## src/rtl/instruction_decoder.sv

```systemverilog
// RV32I decode-stage field slicer, format classifier and sticky illegal-opcode flag.
// Define INSTR_DECODER_IMM_EN to generate the sign-extended immediate on imm_o.
module instruction_decoder (
  input  logic        clk_i,
  input  logic        rst_ni,
  input  logic [31:0] instruction_word_i,
  input  logic        valid_i,
  input  logic        clr_i,
  output logic [6:0]  opcode_o,
  output logic [4:0]  rd_o,
  output logic [2:0]  funct3_o,
  output logic [4:0]  rs1_o,
  output logic [4:0]  rs2_o,
  output logic [6:0]  funct7_o,
  output logic [2:0]  format_o,
  output logic [31:0] imm_o,
  output logic        illegal_o,
  output logic        illegal_seen_o
);

  localparam logic [2:0] FMT_R = 3'd0;
  localparam logic [2:0] FMT_I = 3'd1;
  localparam logic [2:0] FMT_S = 3'd2;
  localparam logic [2:0] FMT_B = 3'd3;
  localparam logic [2:0] FMT_U = 3'd4;
  localparam logic [2:0] FMT_J = 3'd5;
  localparam logic [2:0] FMT_X = 3'd7;

  logic [31:0] inst;
  logic [2:0]  fmt;

  assign inst     = instruction_word_i;
  assign opcode_o = inst[6:0];
  assign rd_o     = inst[11:7];
  assign funct3_o = inst[14:12];
  assign rs1_o    = inst[19:15];
  assign rs2_o    = inst[24:20];
  assign funct7_o = inst[31:25];

  // Full 7-bit match, so any opcode with bits [1:0] != 2'b11 falls to unknown.
  always_comb begin
    fmt = FMT_X;
    case (inst[6:0])
      7'b0110011: fmt = FMT_R;
      7'b0010011,
      7'b0000011,
      7'b1100111,
      7'b1110011,
      7'b0001111: fmt = FMT_I;
      7'b0100011: fmt = FMT_S;
      7'b1100011: fmt = FMT_B;
      7'b0110111,
      7'b0010111: fmt = FMT_U;
      7'b1101111: fmt = FMT_J;
      default:    fmt = FMT_X;
    endcase
  end

  assign format_o  = fmt;
  assign illegal_o = (fmt == FMT_X);

`ifdef INSTR_DECODER_IMM_EN
  logic [31:0] imm;

  always_comb begin
    imm = 32'h0;
    case (fmt)
      FMT_I:   imm = {{20{inst[31]}}, inst[31:20]};
      FMT_S:   imm = {{20{inst[31]}}, inst[31:25], inst[11:7]};
      FMT_B:   imm = {{19{inst[31]}}, inst[31], inst[7], inst[30:25], inst[11:8], 1'b0};
      FMT_U:   imm = {inst[31:12], 12'h000};
      FMT_J:   imm = {{11{inst[31]}}, inst[31], inst[19:12], inst[20], inst[30:21], 1'b0};
      default: imm = 32'h0;
    endcase
  end

  assign imm_o = imm;
`else
  assign imm_o = 32'h0;
`endif

  // Clear wins over capture so software can acknowledge in the same cycle a new fault arrives.
  always_ff @(posedge clk_i or negedge rst_ni) begin
    if (!rst_ni) begin
      illegal_seen_o <= 1'b0;
    end else if (clr_i) begin
      illegal_seen_o <= 1'b0;
    end else if (valid_i && illegal_o) begin
      illegal_seen_o <= 1'b1;
    end
  end

endmodule

```

## config.mk

```make
export PLATFORM = sky130hd
export DESIGN_NAME = instruction_decoder
export DESIGN_NICKNAME = d
export VERILOG_FILES = /design/src/rtl/instruction_decoder.sv
export SDC_FILE = /design/constraint.sdc
export NUM_CORES = 1
export LEC_CHECK = 0
export CAP_MARGIN = 20
export CORE_ASPECT_RATIO = 1.1
export CORE_MARGIN = 2
export CORE_UTILIZATION = 21
export CTS_CLUSTER_DIAMETER = 150
export CTS_CLUSTER_SIZE = 24
export DETAILED_ROUTE_END_ITERATION = 10
export PLACE_DENSITY = 0.89
export SKIP_LAST_GASP = 1
export SYNTH_ARGS = -nofsm -noshare
export SYNTH_HDL_FRONTEND = slang
export SYNTH_SLANG_ARGS = --single-unit
```

## constraint.sdc

```tcl
create_clock -name clk_i -period 0.95 [get_ports clk_i]
set_input_delay 0.19 -clock clk_i [delete_from_list [all_inputs] [get_ports clk_i]]
set_output_delay 0.19 -clock clk_i [all_outputs]
set_load 0.01 [all_outputs]
```

---- Word level (Yosys, flattened, before mapping) ----
Cells that the tools add are included.
storage, ports and cells
  bits in registers ....................... 1
  logic and storage cells ................. 20
  bits of input ports ..................... 36
operators by class
  muxes and demuxes ....................... 3
  equality and inequality tests ........... 12
  reduce and logical (&&, ||, !) cells .... 4
operator list
  operator              number
  $eq A7 B7 Y1 const B  4
  $eq A7 B6 Y1 const B  3
  $pmux W3 S6           1
  $eq A7 B5 Y1 const B  2
  $eq A7 B2 Y1 const B  1
  $eq A7 B4 Y1 const B  1
  $reduce_or A5 Y1      1
  $eq A3 B3 Y1 const B  1
  $mux W1               2
  $reduce_bool A2 Y1    1
  $reduce_or A2 Y1      1
  $logic_and A1 B1 Y1   1

---- Depth between registers and ports, before layout ----
Gate-level depths: netlist of the first run.
  depth after elaboration ................. 7
  depth in mapped cells ................... 3
  depth with buffers taken out ............ 3

---- Worst setup path before layout of the first run ----
OpenSTA, ideal clock, no wires.
  kind .................................... input to output
  start point ............................. input instruction_word_i[6]
  end point ............................... output format_o[1]
  setup slack ............................. -103 ps
  stages .................................. 3
  arrival ................................. 863 ps
  buffers on the path ..................... 0
  cell sequence ........................... or3b_1 -> a21boi_2 -> o21ai_1
between the ends
  word-level cells in the longest chain between the ends .. 3
ends and longest elaborated chain
  element                                                      line  text
  from (decl)                                                  6     input logic [31:0] instruction_word_i,
  $eq A7 B5 Y1 (tied with other cells)                         43    case (inst[6:0])
  $reduce_or A5 Y1 / $reduce_or A2 Y1 (equally long branches)  43
  $pmux W3 S6 (*)                                              43
  to (decl)                                                    15    output logic [2:0] format_o,
Mark *: on every way between the ends. The rest lies on a longest branch, timed or not.

---- Worst setup path in the final report of the first run ----
Ends and elaborated chain as after synthesis.

==> results of run 1 <==
==> kinds of logic after synthesis <==
family | synth area share
AOI/OAI and AO/OA | 0.128
buffers and inverters | 0.712
DFF | 0.0365
other | 0.00547
and+or+nand+nor | 0.119
==> where the power goes <==
| group | switching [mW] | internal [mW] | total [mW] |
|---|---|---|---|
| registers | 0.00250 | 0.0488 | 0.0513 |
| logic | 0.158 | 0.148 | 0.306 |
| clock network | 0 | 0 | 0 |
| total | 0.160 | 0.197 | 0.357 |
==> metrics by stage <==
stage	setup slack [ns]	setup TNS, ns	std cells	hold slack [ns]	utilization
after detailed placement	-1.11	-9.10	125	0.343	0.214
after global routing	-0.411	-1.77	131	0.353	0.242
after CTS	-0.410	-1.65	128	0.342	0.228
final	-0.379	-1.62	131	0.339	0.242
after floorplan	-0.0888	-0.200	124	-0.106	-
after global placement	-1.11	-8.97	125	0.341	0.214
==> cells in the final DEF, fill, tap and decap left out, types with 2 or more instances in the layout <==
master	count
buf_4	13
buf_8	3
nand2b_1	3
conb_1	32
or2_4	2
buf_2	5
clkdlybuf4s50_1	3
dlygate4sd2_1	8
buf_6	4
o21ai_2	2
nand2_2	2
inv_1	2
==> worst max-delay path: cells and delay by family <==
kind | cells | cell delay [ns]
compound gates | 2 | 0.19
buf+inv | 3 | 0.37
simple gates | 1 | 0.38
==> how the worst max path moves through the flow <==
stage | from | to | depth (start not counted)
after floorplan | instruction_word_i[6] | format_o[1] | 3
after global placement | instruction_word_i[3] | format_o[1] | 5
after detailed placement | instruction_word_i[3] | format_o[1] | 5
after CTS | instruction_word_i[5] | format_o[1] | 6
after global routing | instruction_word_i[6] | format_o[1] | 6
final | instruction_word_i[6] | format_o[1] | 6
==> final cells by class <==
class	count	area (sq um)
fillers	351	2330
inverters	2	7.51
repair buffers	37	323
well taps	34	42.5
flip-flops and latches	1	25.0
multi-input cells	57	345
==> repair_timing <==
action,4_1_cts,5_1_grt
endpoints found under the setup margin,13,6
setup buffers,3,3
gates resized for setup,66,7
pin swaps,9,7
==> per-layer routing <==
metal | vias to the layer above | wire length (um) | track usage
met3 | 2 | 175 | 0.0101
met4 | 0 | 4 | 0.00291
met2 | 50 | 718 | 0.119
li1 | 210 | - | -
met1 | 211 | 460 | 0.0692
met5 | - | 0 | 0
==> reports/qor.txt, run 1 <==
Fin Clk Skew - 0 ns
Commonest register cell after synthesis - dfrtp_1
Setup-failing EPs final - 5
PwrDens - 481 nW/um^2
Setup slack after layout - -0.379 ns
Synth top cells by count - 64 x buf_4, 4 x nand2b_1, 3 x nand2_1, 3 x o21ai_1
Share of the synthesized area in the top cell type - 0.701
Vert. Die Dim - 63.9 um
Initial Utilization - 0.223
Register bit count reported by yosys - 1
CP Data Required Time - 0.76 ns
Gate Count Post-Synth - 93
Leak - 0.377 nW
Area leader, netlist - buf_4
Failing checks - negative setup slack
Ant. Diodes - 0
GRT Total Usage - 0.0607
RR Startpoint - illegal_seen_o
Post-Syn Area - 686 sq um
Total global routing overflow - 0
First DRT Iteration DRCs - 2
Die area - 3740 sq um
Final Wtd Congestion - 0.664
DP HPWL - 1060 um
Port-buffer cells - 22
Max FFs per register - 1
Top post-synthesis cells by area - buf_4 70%, dfrtp_1 3.6%, nand2b_1 3.6%
Clock-pin slew on the worst setup and hold paths - 0 ns
Crit-path max FO - 3
Seq/Total Area, Yosys - 0.0365
Total chip power - 0.357 mW
DRT antenna net count - 0
IO Pins - 105
Fmax - 753 MHz
CP max stage delay - 0.38 ns
Max-slew violation count - 0
Worst r2r path cells - 3
Hold crit path type - in2async
CP arrival - 1.14 ns
Post-synth EDFFs - 0
Area post-placement - 659 sq um
# nets final - 135
Die Wd - 58.5 um
Final hold violations - 0
P&R area growth vs syn - 8.39%
Type of origin of the critical path - input port
FF-to-FF End - illegal_seen_o
Ys async rst share - 1.00
Vias/cell - 3.61
Max IR drop VDD - 0.156 mV
Critical path class - in2out
Initial antenna violation count - 0
Vias - 473
Core Footprint - 3070 sq um
Dominant cell by count in the synthesized netlist - buf_4
Final period util - 1.40
First-pass GRT wire length - 1810 um
CP Capture Type - primary output
Final wirelength - 1360 um
DRC - 0
Largest Register - illegal_seen_o
Avg Cell Area, Syn - 7.37 sq um
Vias in the first global route - 379
Largest net degree at the start of global routing - 6
Worst R2R Setup Slack - 0.19 ns
Fin area - 743 sq um
Worst-Skew Late Latency - 0 ns
Post-CTS Hold Buffers - 0
Max-Cap Viols - 0
Fin crit period - 1.33 ns
RSZ-0062 raised after global routing - yes
Cell Chain, Critical Path - buf_8 -> or3b_4 -> a21boi_2 -> buf_4 -> o21ai_2 -> buf_2
Ys Warns - 0
First drt pass iteration count - 4
Routed len/inst - 10.4 um
Synth cell types - 21
CP max stage cell - or3b_4
Share of layout cells above drive strength 1 - 0.423
Rows - 21
Largest regs - illegal_seen_o: 1 flops
Outcome - finished, violations left
Note: power is estimated with default switching activity, not from simulation.
==> run 2, diff against run 1 <==
ABC_AREA = 1   (was not set)
PLACE_DENSITY = 0.88   (was 0.89)
==> run 2 against run 1 <==
Effect of this change: the run still ends with negative setup slack left; flip-flop and latch count unchanged; critical path type unchanged; critical endpoint is now format_o[2]; combinational power increased by 13%; largest cell class unchanged; final area increased by 26%; clock skew unchanged.
==> reports/qor.txt, run 2 <==
Type of origin of the critical path - input port
Sw frac - 0.494 (+0.0459)
Most frequent cells in the layout - 32 x conb_1, 10 x buf_4, 8 x dlygate4sd2_1, 7 x nor2_4, 7 x nand2_2
Final period util - 1.28 (-0.122)
Avg Cell Area, Syn - 6.43 sq um (-13%)
Post-Syn Area - 713 sq um (+4.0%)
Total chip power - 0.393 mW (+10%)
Area leader, netlist - buf_4
Ant. Diodes - 0 (unchanged)
Commonest register cell after synthesis - dfrtp_1
Dominant cell by count in the synthesized netlist - buf_4
P_sw - 0.194 mW (+21%)
Worst-Skew Late Latency - 0 ns (unchanged)
Setup-failing EPs final - 5 (unchanged)
DRT antenna net count - 0 (unchanged)
Share of layout cells above drive strength 1 - 0.558 (+0.135)
Leak - 0.472 nW (+25%)
RR Startpoint - illegal_seen_o
First DRT Iteration DRCs - 22 (+20)
Failing checks - negative setup slack
Rows - 22 (+4.8%)
Final hold violations - 0 (unchanged)
Sequential power share - 0.123 (-0.021)
Fmax - 825 MHz (+9.6%)
Worst r2r path cells - 2 (-1)
Seq/Total Area, Yosys - 0.0351 (-0.00141)
Final wirelength - 1630 um (+20%)
Max-slew violation count - 0 (unchanged)
Die area - 3880 sq um (+3.8%)
Vert. Die Dim - 65.1 um (+1.9%)
Crit-path max FO - 5 (+2)
Largest Register - illegal_seen_o
Max-Cap Viols - 0 (unchanged)
Largest regs - illegal_seen_o: 1 flops
First drt pass iteration count - 3 (-1)
Comb power frac - 0.877 (+0.021)
Routed len/inst - 11.0 um (+5.7%)
Commonest non-fill, non-tap cell in the layout - conb_1
RSZ-0062 raised after global routing - yes
Final Wtd Congestion - 0.638 (-4.0%)
CP Data Required Time - 0.76 ns (about the same)
IO Pins - 105 (unchanged)
Critical path class - in2out
Vias - 533 (+13%)
P&R area growth vs syn - 31.1%
Top post-synthesis cells by area - buf_4 67%, nand2_1 7.4%, inv_1 4.7%
Final Util - 0.283 (+0.0412)
Ys async rst share - 1.00 (unchanged)
Port-buffer cells - 22 (unchanged)
Vias/cell - 3.58 (-0.93%)
Synth cell types - 15 (-29%)
Post-CTS Hold Buffers - 0 (unchanged)
Setup slack after layout - -0.263 ns (+0.116 ns)
CP arrival - 1.02 ns (-0.12 ns)
# nets final - 151 (+12%)
Fin crit period - 1.21 ns (-0.116 ns)
Ys Warns - 0 (unchanged)
Core Footprint - 3300 sq um (+7.4%)
Post-synth EDFFs - 0 (unchanged)
GRT Total Usage - 0.0688 (+0.00810)
Initial Utilization - 0.216 (-0.00713)
Total global routing overflow - 0 (unchanged)
Largest net degree at the start of global routing - 7 (+1)
Clock-pin slew on the worst setup and hold paths - 0 ns (unchanged)
Max IR drop VDD - 0.0754 mV (-52%)
First-pass GRT wire length - 2090 um (+15%)
Die Wd - 59.6 um (+1.9%)
Share of the synthesized area in the top cell type - 0.674 (-0.0270)
Worst R2R Setup Slack - 0.34 ns (+0.15 ns)
Initial antenna violation count - 0 (unchanged)
PwrDens - 421 nW/um^2 (-12%)
CP Capture Type - primary output
Hold crit path type - in2async
Pint - 0.199 mW (+0.97%)
Fin Clk Skew - 0 ns (unchanged)
Max FFs per register - 1 (unchanged)
Synth top cells by count - 64 x buf_4, 14 x nand2_1, 9 x inv_1, 8 x nor2_1, 5 x nand3_1
Power share of the clock group - 0 (unchanged)
Gate Count Post-Synth - 111 (+19%)
DP HPWL - 958 um (-9.3%)
Outcome - finished, violations left
Vias in the first global route - 495 (+31%)
Register bit count reported by yosys - 1 (unchanged)
FF-to-FF End - illegal_seen_o
DRC - 0 (unchanged)
==> run 2: changes by cell type after synthesis, sizes merged, moves of 2 or more <==
| cell | change |
|---|---|
| nand3 | +6 |
| nor2 | +11 |
| nand2b | -4 |
| or2 | -2 |
| nand2 | +12 |
| inv | +8 |
==> run 2: how the worst max path moves through the flow <==
| stage | startpoint | to | slack, ns |
|---|---|---|---|
| finish | instruction_word_i[6] | format_o[2] | -0.26 |
| global route | instruction_word_i[6] | format_o[2] | -0.33 |
| CTS | instruction_word_i[6] | format_o[0] | -0.26 |
| detailed placement | instruction_word_i[3] | format_o[2] | -1.15 |
| global placement | instruction_word_i[6] | format_o[1] | -1.14 |
| floorplan | instruction_word_i[1] | format_o[1] | 0.01 |
==> run 2: metrics by stage <==
step / instance area, sq um / setup WS, ns / TNS [ns] / std cells / hold slack, ns
final: 935 / -0.263 / -1.21 / 149 / 0.341
after global routing: 935 / -0.328 / -1.56 / 149 / 0.347
after CTS: 873 / -0.256 / -1.14 / 149 / 0.341
after detailed placement: 724 / -1.15 / -9.56 / 144 / 0.341
after global placement: 724 / -1.14 / -9.44 / 144 / 0.340
after floorplan: 880 / 0.00966 / 0 / 142 / -0.106
==> run 2: repair_timing <==
item                       in CTS  in global routing
buffers inserted                7                  1
setup endpoints to repair      13                  5
resized for setup             104                 17
pin swaps                      22                 14
==> run 2: power groups by stage <==
stage	clock [mW]	sequential, mW	combinational, mW
3_5_place_dp	0	0.0483	0.263
5_1_grt	0	0.0484	0.372
6_report	0	0.0482	0.345
4_1_cts	0	0.0482	0.309
3_3_place_gp	0	0.0482	0.260
2_1_floorplan	0	0.0499	0.352
==> run 2: routing by layer <==
metal  routed length, um  part of all wire  up-vias  global-route usage
met5                   0                 0        -                   0
met1                 410              0.25      233              0.0500
met3                 164              0.10       14             0.00197
met2                 991              0.61       42               0.161
met4                  68             0.042        0              0.0333
li1                    -                 -      244                   -
==> run 2: kinds of logic (layout without fill, tap and decap cells) <==
kind of cell | Yosys count | after routing | synth area share
and+or+nand+nor | 32 | 32 | 0.207
DFF | 1 | 1 | 0.0351
AOI/OAI and AO/OA | 3 | 3 | 0.0263
buffers and inverters | 74 | 45 | 0.726
other | 1 | 32 | 0.00526
==> run 2: layout make-up <==
class                           count  area (sq um)
Inverter                           10          47.5
Sequential cell                     1          25.0
Fill cell                         350          2370
Multi-Input combinational cell     67           444
Tap cell                           36          45.0
Timing Repair Buffer               35           373
==> run 2: critical path, cell delays in order <==
cell	delay, ns
buf_12	0.11
inv_2	0.06
nand2_4	0.05
nor2_2	0.10
nand2_2	0.07
nand2_2	0.08
nor2_4	0.05
nand2_4	0.10
nand3_2	0.08
buf_6	0.13
